===== src/rtl/spi_pkg.sv =====
// spi_pkg: op encodings, widths and FSM states shared by the SPI master files
package spi_pkg;
    localparam int FRAME_W = 10;
    localparam int DATA_W = 8;
    localparam logic [1:0] OP_WR_ADDR = 2'b00;
    localparam logic [1:0] OP_WR_DATA = 2'b01;
    localparam logic [1:0] OP_RD_ADDR = 2'b10;
    localparam logic [1:0] OP_RD_DATA = 2'b11;
    typedef enum logic [2:0] {ST_IDLE, ST_CTRL, ST_SHIFT, ST_WAIT, ST_READ, ST_GAP} state_t;
endpackage


===== src/rtl/spi_shift_reg.sv =====
// spi_shift_reg: loadable MSB-first shifter with serial-in, used for TX frame and RX byte
module spi_shift_reg
    import spi_pkg::*;
(
    input  logic               clk,
    input  logic               rst,
    input  logic               load,
    input  logic               shift_en,
    input  logic               si,
    input  logic [FRAME_W-1:0] d,
    output logic [FRAME_W-1:0] q
);
    always_ff @(posedge clk)
        q <= rst ? '0 : load ? d : shift_en ? {q[FRAME_W-2:0], si} : q;
endmodule


===== src/rtl/spi_master_driver.sv =====
// spi_master_driver: SPI frame master (op+payload out on MOSI, read byte in from MISO); SPI_MASTER_STATS_EN adds wr_cnt/rd_cnt
module spi_master_driver
    import spi_pkg::*;
#(
    parameter int RD_WAIT = 2,
    parameter int GAP = 1
) (
    input  logic              clk,
    input  logic              rst,
    input  logic              cmd_valid,
    output logic              cmd_ready,
    input  logic [1:0]        cmd_op,
    input  logic [DATA_W-1:0] cmd_data,
    output logic              rsp_valid,
    output logic [DATA_W-1:0] rsp_data,
    output logic              busy,
    output logic              SS_n,
    output logic              MOSI,
    input  logic              MISO
`ifdef SPI_MASTER_STATS_EN
    ,
    output logic [15:0]       wr_cnt,
    output logic [15:0]       rd_cnt
`endif
);
    if (RD_WAIT < 1 || RD_WAIT > 15 || GAP < 1 || GAP > 15) begin : g_bad_param
        $error("spi_master_driver: RD_WAIT and GAP must be in 1..15");
    end
    localparam logic [3:0] WAIT_LAST = 4'(RD_WAIT - 1);
    localparam logic [3:0] GAP_LAST = 4'(GAP - 1);
    state_t state, state_nxt;
    logic [3:0] cnt;
    logic [1:0] op;
    logic [FRAME_W-1:0] sr;
    logic accept, sr_unused;
    assign accept = cmd_valid && cmd_ready;
    assign cmd_ready = state == ST_IDLE;
    assign busy = state != ST_IDLE;
    assign SS_n = state == ST_IDLE || state == ST_GAP;
    assign MOSI = (state == ST_CTRL || state == ST_SHIFT) && sr[FRAME_W-1];
    assign sr_unused = ^sr[FRAME_W-2:DATA_W-1];
    spi_shift_reg u_sr (
        .clk     (clk),
        .rst     (rst),
        .load    (accept),
        .shift_en(state == ST_SHIFT || state == ST_READ),
        .si      (state == ST_READ && MISO),
        .d       ({cmd_op, cmd_data}),
        .q       (sr)
    );
    always_comb begin
        state_nxt = state;
        case (state)
            ST_IDLE:  state_nxt = cmd_valid ? ST_CTRL : ST_IDLE;
            ST_CTRL:  state_nxt = ST_SHIFT;
            ST_SHIFT: state_nxt = cnt == 4'd9 ? (op == OP_RD_DATA ? ST_WAIT : ST_GAP) : ST_SHIFT;
            ST_WAIT:  state_nxt = cnt == WAIT_LAST ? ST_READ : ST_WAIT;
            ST_READ:  state_nxt = cnt == 4'd7 ? ST_GAP : ST_READ;
            ST_GAP:   state_nxt = cnt == GAP_LAST ? ST_IDLE : ST_GAP;
            default:  state_nxt = ST_IDLE;
        endcase
    end
    always_ff @(posedge clk) begin
        if (rst) begin
            state <= ST_IDLE;
            cnt <= '0;
            op <= '0;
            rsp_valid <= 1'b0;
            rsp_data <= '0;
        end else begin
            state <= state_nxt;
            cnt <= state_nxt != state ? 4'd0 : cnt + 4'd1;
            if (accept) op <= cmd_op;
            rsp_valid <= state == ST_READ && cnt == 4'd7;
            if (state == ST_READ && cnt == 4'd7) rsp_data <= {sr[DATA_W-2:0], MISO};
        end
    end
`ifdef SPI_MASTER_STATS_EN
    logic wr_done;
    assign wr_done = state == ST_SHIFT && cnt == 4'd9 && (op == OP_WR_ADDR || op == OP_WR_DATA);
    always_ff @(posedge clk) begin
        if (rst) begin
            wr_cnt <= '0;
            rd_cnt <= '0;
        end else begin
            wr_cnt <= wr_cnt + 16'(wr_done);
            rd_cnt <= rd_cnt + 16'(rsp_valid);
        end
    end
`endif
endmodule


===== config.mk =====
export PLATFORM = sky130hd
export DESIGN_NAME = spi_master_driver
export DESIGN_NICKNAME = d
export VERILOG_FILES = /design/src/rtl/spi_pkg.sv /design/src/rtl/spi_shift_reg.sv /design/src/rtl/spi_master_driver.sv
export SDC_FILE = /design/constraint.sdc
export NUM_CORES = 1
export LEC_CHECK = 0
export ABC_AREA = 1
export BUFFER_PORTS_ARGS = -buffer_cell sky130_fd_sc_hd__buf_4
export CAP_MARGIN = 30
export CORE_MARGIN = 4
export CORE_UTILIZATION = 36
export CTS_CLUSTER_SIZE = 25
export DETAILED_ROUTE_END_ITERATION = 10
export HOLD_SLACK_MARGIN = 0.06
export PLACE_DENSITY = 0.7
export SLEW_MARGIN = 20
export SYNTH_ARGS = -nofsm -noshare
export SYNTH_HDL_FRONTEND = slang
export SYNTH_SLANG_ARGS = --single-unit

===== constraint.sdc =====
create_clock -name clk -period 1.4 [get_ports clk]
set_clock_uncertainty 0.05 [all_clocks]
set_input_delay 0 -clock clk [delete_from_list [all_inputs] [get_ports clk]]
set_output_delay 0 -clock clk [all_outputs]
set_load 0.01 [all_outputs]

### Yosys cells after proc, flatten, opt, wreduce, memory -nomap -nowiden

Index checks and enable logic that the tools add are counted.

* register bits after elaboration: 28
* input bits: 14
* output and inout bits: 13
* word-level logic and storage cells: 38

* add/sub/neg operators: 1
* eq/ne operators: 10
* multiplexer cells: 9
* reductions and logical operators: 12

Operator list (count)
* two-way mux 10 bit: 2
* one-hot mux 3 bit (6 select lines): 1
* two-way mux 3 bit: 4
* == test 3 x 2 -> 1 bit, second input constant: 2
* == test 3 bit, second input constant: 2
* adder 4 x 1 -> 4 bit, second input constant: 1
* == test 4 x 1 -> 1 bit, second input constant: 1
* == test 4 x 3 -> 1 bit, second input constant: 1
* == test 4 bit, second input constant: 1
* logical AND 1 bit: 4
* zero test 4 bit: 1
* == test 3 x 1 -> 1 bit, second input constant: 1
* zero test 3 bit: 1
* logical OR 1 bit: 3
* != test 3 bit: 1
* nonzero test 3 bit: 1
* == test 2 bit, second input constant: 1
* two-way mux 1 bit: 2
* nonzero test 2 bit: 1
* OR reduction 2 bit: 1

### Depth between registers and ports, before layout

* depth after elaboration: 6
* gate-level depth with buffers: 11
* depth with buffers taken out: 11

### By module

From an unflattened synthesis, not the netlist that was laid out.

* cells, all modules: 196
* area, all modules: 1338.8 um^2

By module, submodules not included
* spi_master_driver: times used 1, cells an instance 119, area each 842.1 um^2, sequential area each 360.3 um^2
* spi_shift_reg: times used 1, cells an instance 77, area each 496.7 um^2, sequential area each 200.2 um^2

### Worst setup path after synthesis

OpenSTA, ideal clock, no wires.

* kind: flip-flop to flip-flop
* start: register cnt[0]
* end: register cnt[0]
* arrival: 1.247 ns
* path slack: 0.039 ns
* stages on the path, launching flop included: 10
* buffers on the path: 0
* cell sequence: dfxtp_1 -> ha_1 -> nand3_1 -> nor2_4 -> nor2_1 -> nand3_1 -> nand2_1 -> nand2_1 -> nand2_2 -> nor2_1

* cells in the longest elaborated chain, start to end: 5
* elaborated cells between the ends (all ways): 12
* classes of those cells: add/sub: 1; eq/ne: 4; mux: 5; reduce/logical: 2

Ends and longest elaborated chain
* from (decl): RTL line spi_master_driver.sv:32 `logic [3:0] cnt;`
* from (signal assigned): RTL line spi_master_driver.sv:72 `cnt <= state_nxt != state ? 4'd0 : cnt + 4'd1;`
* == test 4 x 3 -> 1 bit, or another cell as far along: RTL line spi_master_driver.sv:58 `ST_READ: state_nxt = cnt == 4'd7 ? ST_GAP : ST_READ;`
* two-way mux 1 bit, or another cell as far along: RTL line spi_master_driver.sv:58
* one-hot mux 3 bit (6 select lines): RTL line spi_master_driver.sv:53 `case (state)`
* != test 3 bit: RTL line spi_master_driver.sv:72
* OR reduction 2 bit (no line)

Several ways; a longest one is shown, not always the timed one.
A chain may end at the register's enable or synchronous reset.

### Final worst setup path

* start: register cnt[1]
* end: register cnt[0]

* cells in the longest elaborated chain, start to end: 5
* elaborated cells between the ends (all ways): 11
* classes of those cells: eq/ne: 4; mux: 5; reduce/logical: 2

Ends and longest elaborated chain (RTL line)
* == test 4 x 3 -> 1 bit, or another cell as far along: spi_master_driver.sv:58
* two-way mux 1 bit, or another cell as far along: spi_master_driver.sv:58
* one-hot mux 3 bit (6 select lines) *: spi_master_driver.sv:53
* != test 3 bit *: spi_master_driver.sv:72
* OR reduction 2 bit (no line) *

Mark *: on every way between the ends. The rest lies on a longest branch, timed or not.

==> metrics.md <==
| Metric | Value |
|---|---|
| Status | finished, violations left |
| CP max stage cell | dfxtp_2 |
| First-pass GRT wire length | 5.133 mm |
| CTS H-tree lvls | 1 |
| Number of global-route vias before repair | 1179 |
| Avg WL per Cell | 11.93 um |
| Leak Pwr | a little over 0.9 nW |
| Cell Pwr Density | 845.8 nW/um2 |
| Max Cap Violations | 0 |
| Post-synthesis compound-gate area fraction | 13.67% |
| Clk pin slew, worst setup/hold paths | 0.14 ns |
| Area Overhead vs Synth | 51.68% |
| CORE AREA | 3416 um2 |
| Total clock buffers created by CTS | 3 |
| WP data arrival | roughly 1.6 ns |
| FMAX | approximately 700 MHz |
| Max transition margin | 82.31% |
| Detailed placer's ending HPWL | 2.220 mm |
| Nets | 253 |
| Worst R2R Path Depth | 9 |
| Row count | 21 |
| Port buffer count | 26 |
| GRT Total Usage | 14.26% |
| #FFs+latches synth | 28 |
| Max-slew violation count | 0 |
| RSZ-0062 raised after global routing | yes |
| Worst slack at placement | -0.05346 ns |
| Register area share after synthesis | 43.12% |
| Worst Path Required | 1.58 ns |
| Post-Synth Adder-Cell Area | 2.887% |
| Worst path most repeated cell | nor2_1 |
| GP Congestion | 0.9491 |
| Mapped cell area | roughly 1300 um2 |
| DRT iter0 DRCs | 47 |
| CP top delay family | simple AND/OR/NAND/NOR gates |
| Net count after synthesis | 198 |
| DIE HEIGHT | 68.09 um |
| Largest family of logic cells by synthesized area | simple AND/OR/NAND/NOR gates |
| Min-delay worst type | in2reg |
| CTS tree | yes |
| Critical path fanouts, max | 4 |
| Syn_area_per_cell | 7.182 um2 |
| Final setup vio count | 4 |
| Startpoint types | flop |
| ANT cells | 0 |
| CTS Buffer Depth | 2 |
| Yosys cell types | 22 |
| Synth top area share | 43.12% |
| Period utilisation layout | 103.6% |
| Simple-gate portion of the synthesized area | 30.61% |
| Die area | 4636 um2 |
| CP cell instances | inv_2 > ha_4 > nand3_4 > o21ai_0 > nor2_1 > nand3_1 > nand2_1 > nand2_2 > nor2_1 |
| Kind of critical path | reg2reg |
| Worst-margin pin slew | 0.2651 ns |
| Cell count after synthesis | 181 |
| Crit path depth | 9 |
| Share of layout cells above drive strength 1 | 36.32% |
| Drt via density | 4.721 |
| Max stage delay on crit path | 0.36 ns |
| Failing checks | negative setup slack |
| Floorplan die width | 68.09 um |
| Worst-Skew Late Latency | 0.32 ns |
| CP endpoint kind | flop |
| VDD IR max | 765.0 uV |
| DP Area | 1629 um2 |
| Mux share of post-synthesis cell area | 0% |
| Leading cell types by total area after synthesis | dfxtp_1 (43%), nand2_1 (12%), nor2_1 (8.4%), inv_1 (6.4%), nand3_1 (4.2%) |
| Worst Path Buf+Inv | 1 |
| Clk sinks | 28 |
| Min Tclk post-route | between 1 and 1.5 ns |
| GR Overflow Total | 0 |
| Final Hold Fails | 0 |
| Worst hold path depth | 5 |
| DR vias | between 1000 and 1500 |
| DRC violation count after routing | 0 |
| DRT Wirelength | ~3.3 mm |
| Starting Density | 38.06% |
| Leading area contributor after synthesis | dfxtp_1 |
| Initial antenna violation count | 0 |
| Antenna viol nets, final | 0 |
| Root Driver | clkbuf_4 |
| Boundary Pins | 27 |
| Drt first pass iters | 4 |
| XOR/XNOR share of the synthesized area | 1.347% |
| Yosys warns | 0 |
| Post-route cell area | 1972 um2 |
| Largest net degree at the start of global routing | 15 |
| Final critical-path setup slack | -0.05029 ns |
[cells in the final DEF (no fill, tap or decap), types with 4 or more instances in the layout]
cell type      netlist  layout
nand3_1             11       7
nor2_1              29      22
dfxtp_4              0       4
nor2_2               1       4
nand2_2              2       4
o21ai_0             11      11
buf_4                0      37
nor2_4               3       7
nand2_1             40      36
inv_2                2       4
dfxtp_1             28      21
a21oi_1              9       9
dlygate4sd3_1        0      12
a31oi_1              6       6
inv_1               22      18
[registers in the layout, indices dropped and copies added, names as in the netlist]
name / flops
cnt: 4
op: 2
rsp_data: 8
rsp_valid: 1
state: 3
u_sr.q: 10
[cell type report]
cell class	count	area, um2
Fill cell	323	1444
Multi-Input combinational cell	126	754.5
Sequential cell	28	579.3
Timing Repair Buffer	53	460.4
Inverter	24	97.59
Tap cell	46	57.56
Clock buffer	3	22.52
[cell usage after synthesis]
| library cell | count |
|---|---|
| nor2_2 | 1 |
| nand2_4 | 1 |
| dfxtp_1 | 28 |
| clkbuf_1 | 2 |
| xor2_1 | 1 |
| nand3_1 | 11 |
| inv_2 | 2 |
| nor2_1 | 29 |
| a22oi_1 | 3 |
| ha_1 | 3 |
| nor2_4 | 3 |
| a21oi_1 | 9 |
| nand3_2 | 2 |
| xnor2_1 | 1 |
| inv_1 | 22 |
| nand2_1 | 40 |
| o21ai_0 | 11 |
| a21boi_0 | 1 |
| nand2_2 | 2 |
| o21ai_1 | 2 |
| a31oi_1 | 6 |
| buf_6 | 1 |
[stage by stage]
step / setup TNS, ns / instances / hold WS, ns / power [mW] / utilization (%)
final: -0.1828 / 280 / 0.1624 / 1.668 / 57.73
after global routing: -0.7038 / 280 / 0.1479 / 1.763 / 57.73
after CTS: 0 / 277 / 0.1338 / 1.609 / 53.11
after detailed placement: -0.1999 / 261 / 0.1656 / 1.247 / 47.69
after global placement: -0.06356 / 261 / 0.1621 / 1.242 / 47.69
after floorplan: 0 / 181 / 0.01941 / 1.096 / -
[where the power goes]
part           leakage, nW  switching [mW]  internal [mW]
clock network       0.0138           0.221          0.101
logic                0.661           0.226          0.231
registers            0.233          0.0440          0.844
total                0.907           0.492           1.18
[logic make-up (layout without fill, tap and decap cells)]
kind of cell	after synthesis	in the layout
DFF	28	28
AOI/OAI and AO/OA	32	32
xor gates and xnor gates	2	2
adders and majority gates	3	3
buffers and inverters	27	80
and+or+nand+nor	89	89
[timing repair]
action	CTS	global route
endpoints found under the setup margin	11	24
resized for setup	14	36
endpoints found under the hold margin	16	0
buffers inserted	1	3
hold buffers	12	0
pin swaps	1	17
[path summary, 6_finish.rpt]
path / start / end / slack, ns
hold reg to reg: op[1]$_SDFFE_PP0N_ / op[1]$_SDFFE_PP0N_ / 0.42
setup reg to reg: cnt[1]$_SDFF_PP0_ / cnt[0]$_SDFF_PP0_ / -0.05
setup / recovery: cnt[1]$_SDFF_PP0_ / cnt[0]$_SDFF_PP0_ / -0.05
hold / removal: cmd_valid / op[1]$_SDFFE_PP0N_ / 0.16
[layer usage]
| layer | global-route usage (%) | up-vias | share of wire, % |
|---|---|---|---|
| li1 | - | 682 | - |
| met2 | 25.51 | 41 | 51 |
| met5 | 0 | - | 0 |
| met4 | 2.978 | 0 | 1.3 |
| met3 | 2.463 | 4 | 5.4 |
| met1 | 17.79 | 595 | 42 |
[worst min-delay path, cell delays in order]
cell,delay [ns]
buf_4,0.09
nand3_1,0.12
buf_4,0.19
nand2_1,0.05
a21oi_1,0.05
No activity file was read; power rests on OpenSTA's default activity.
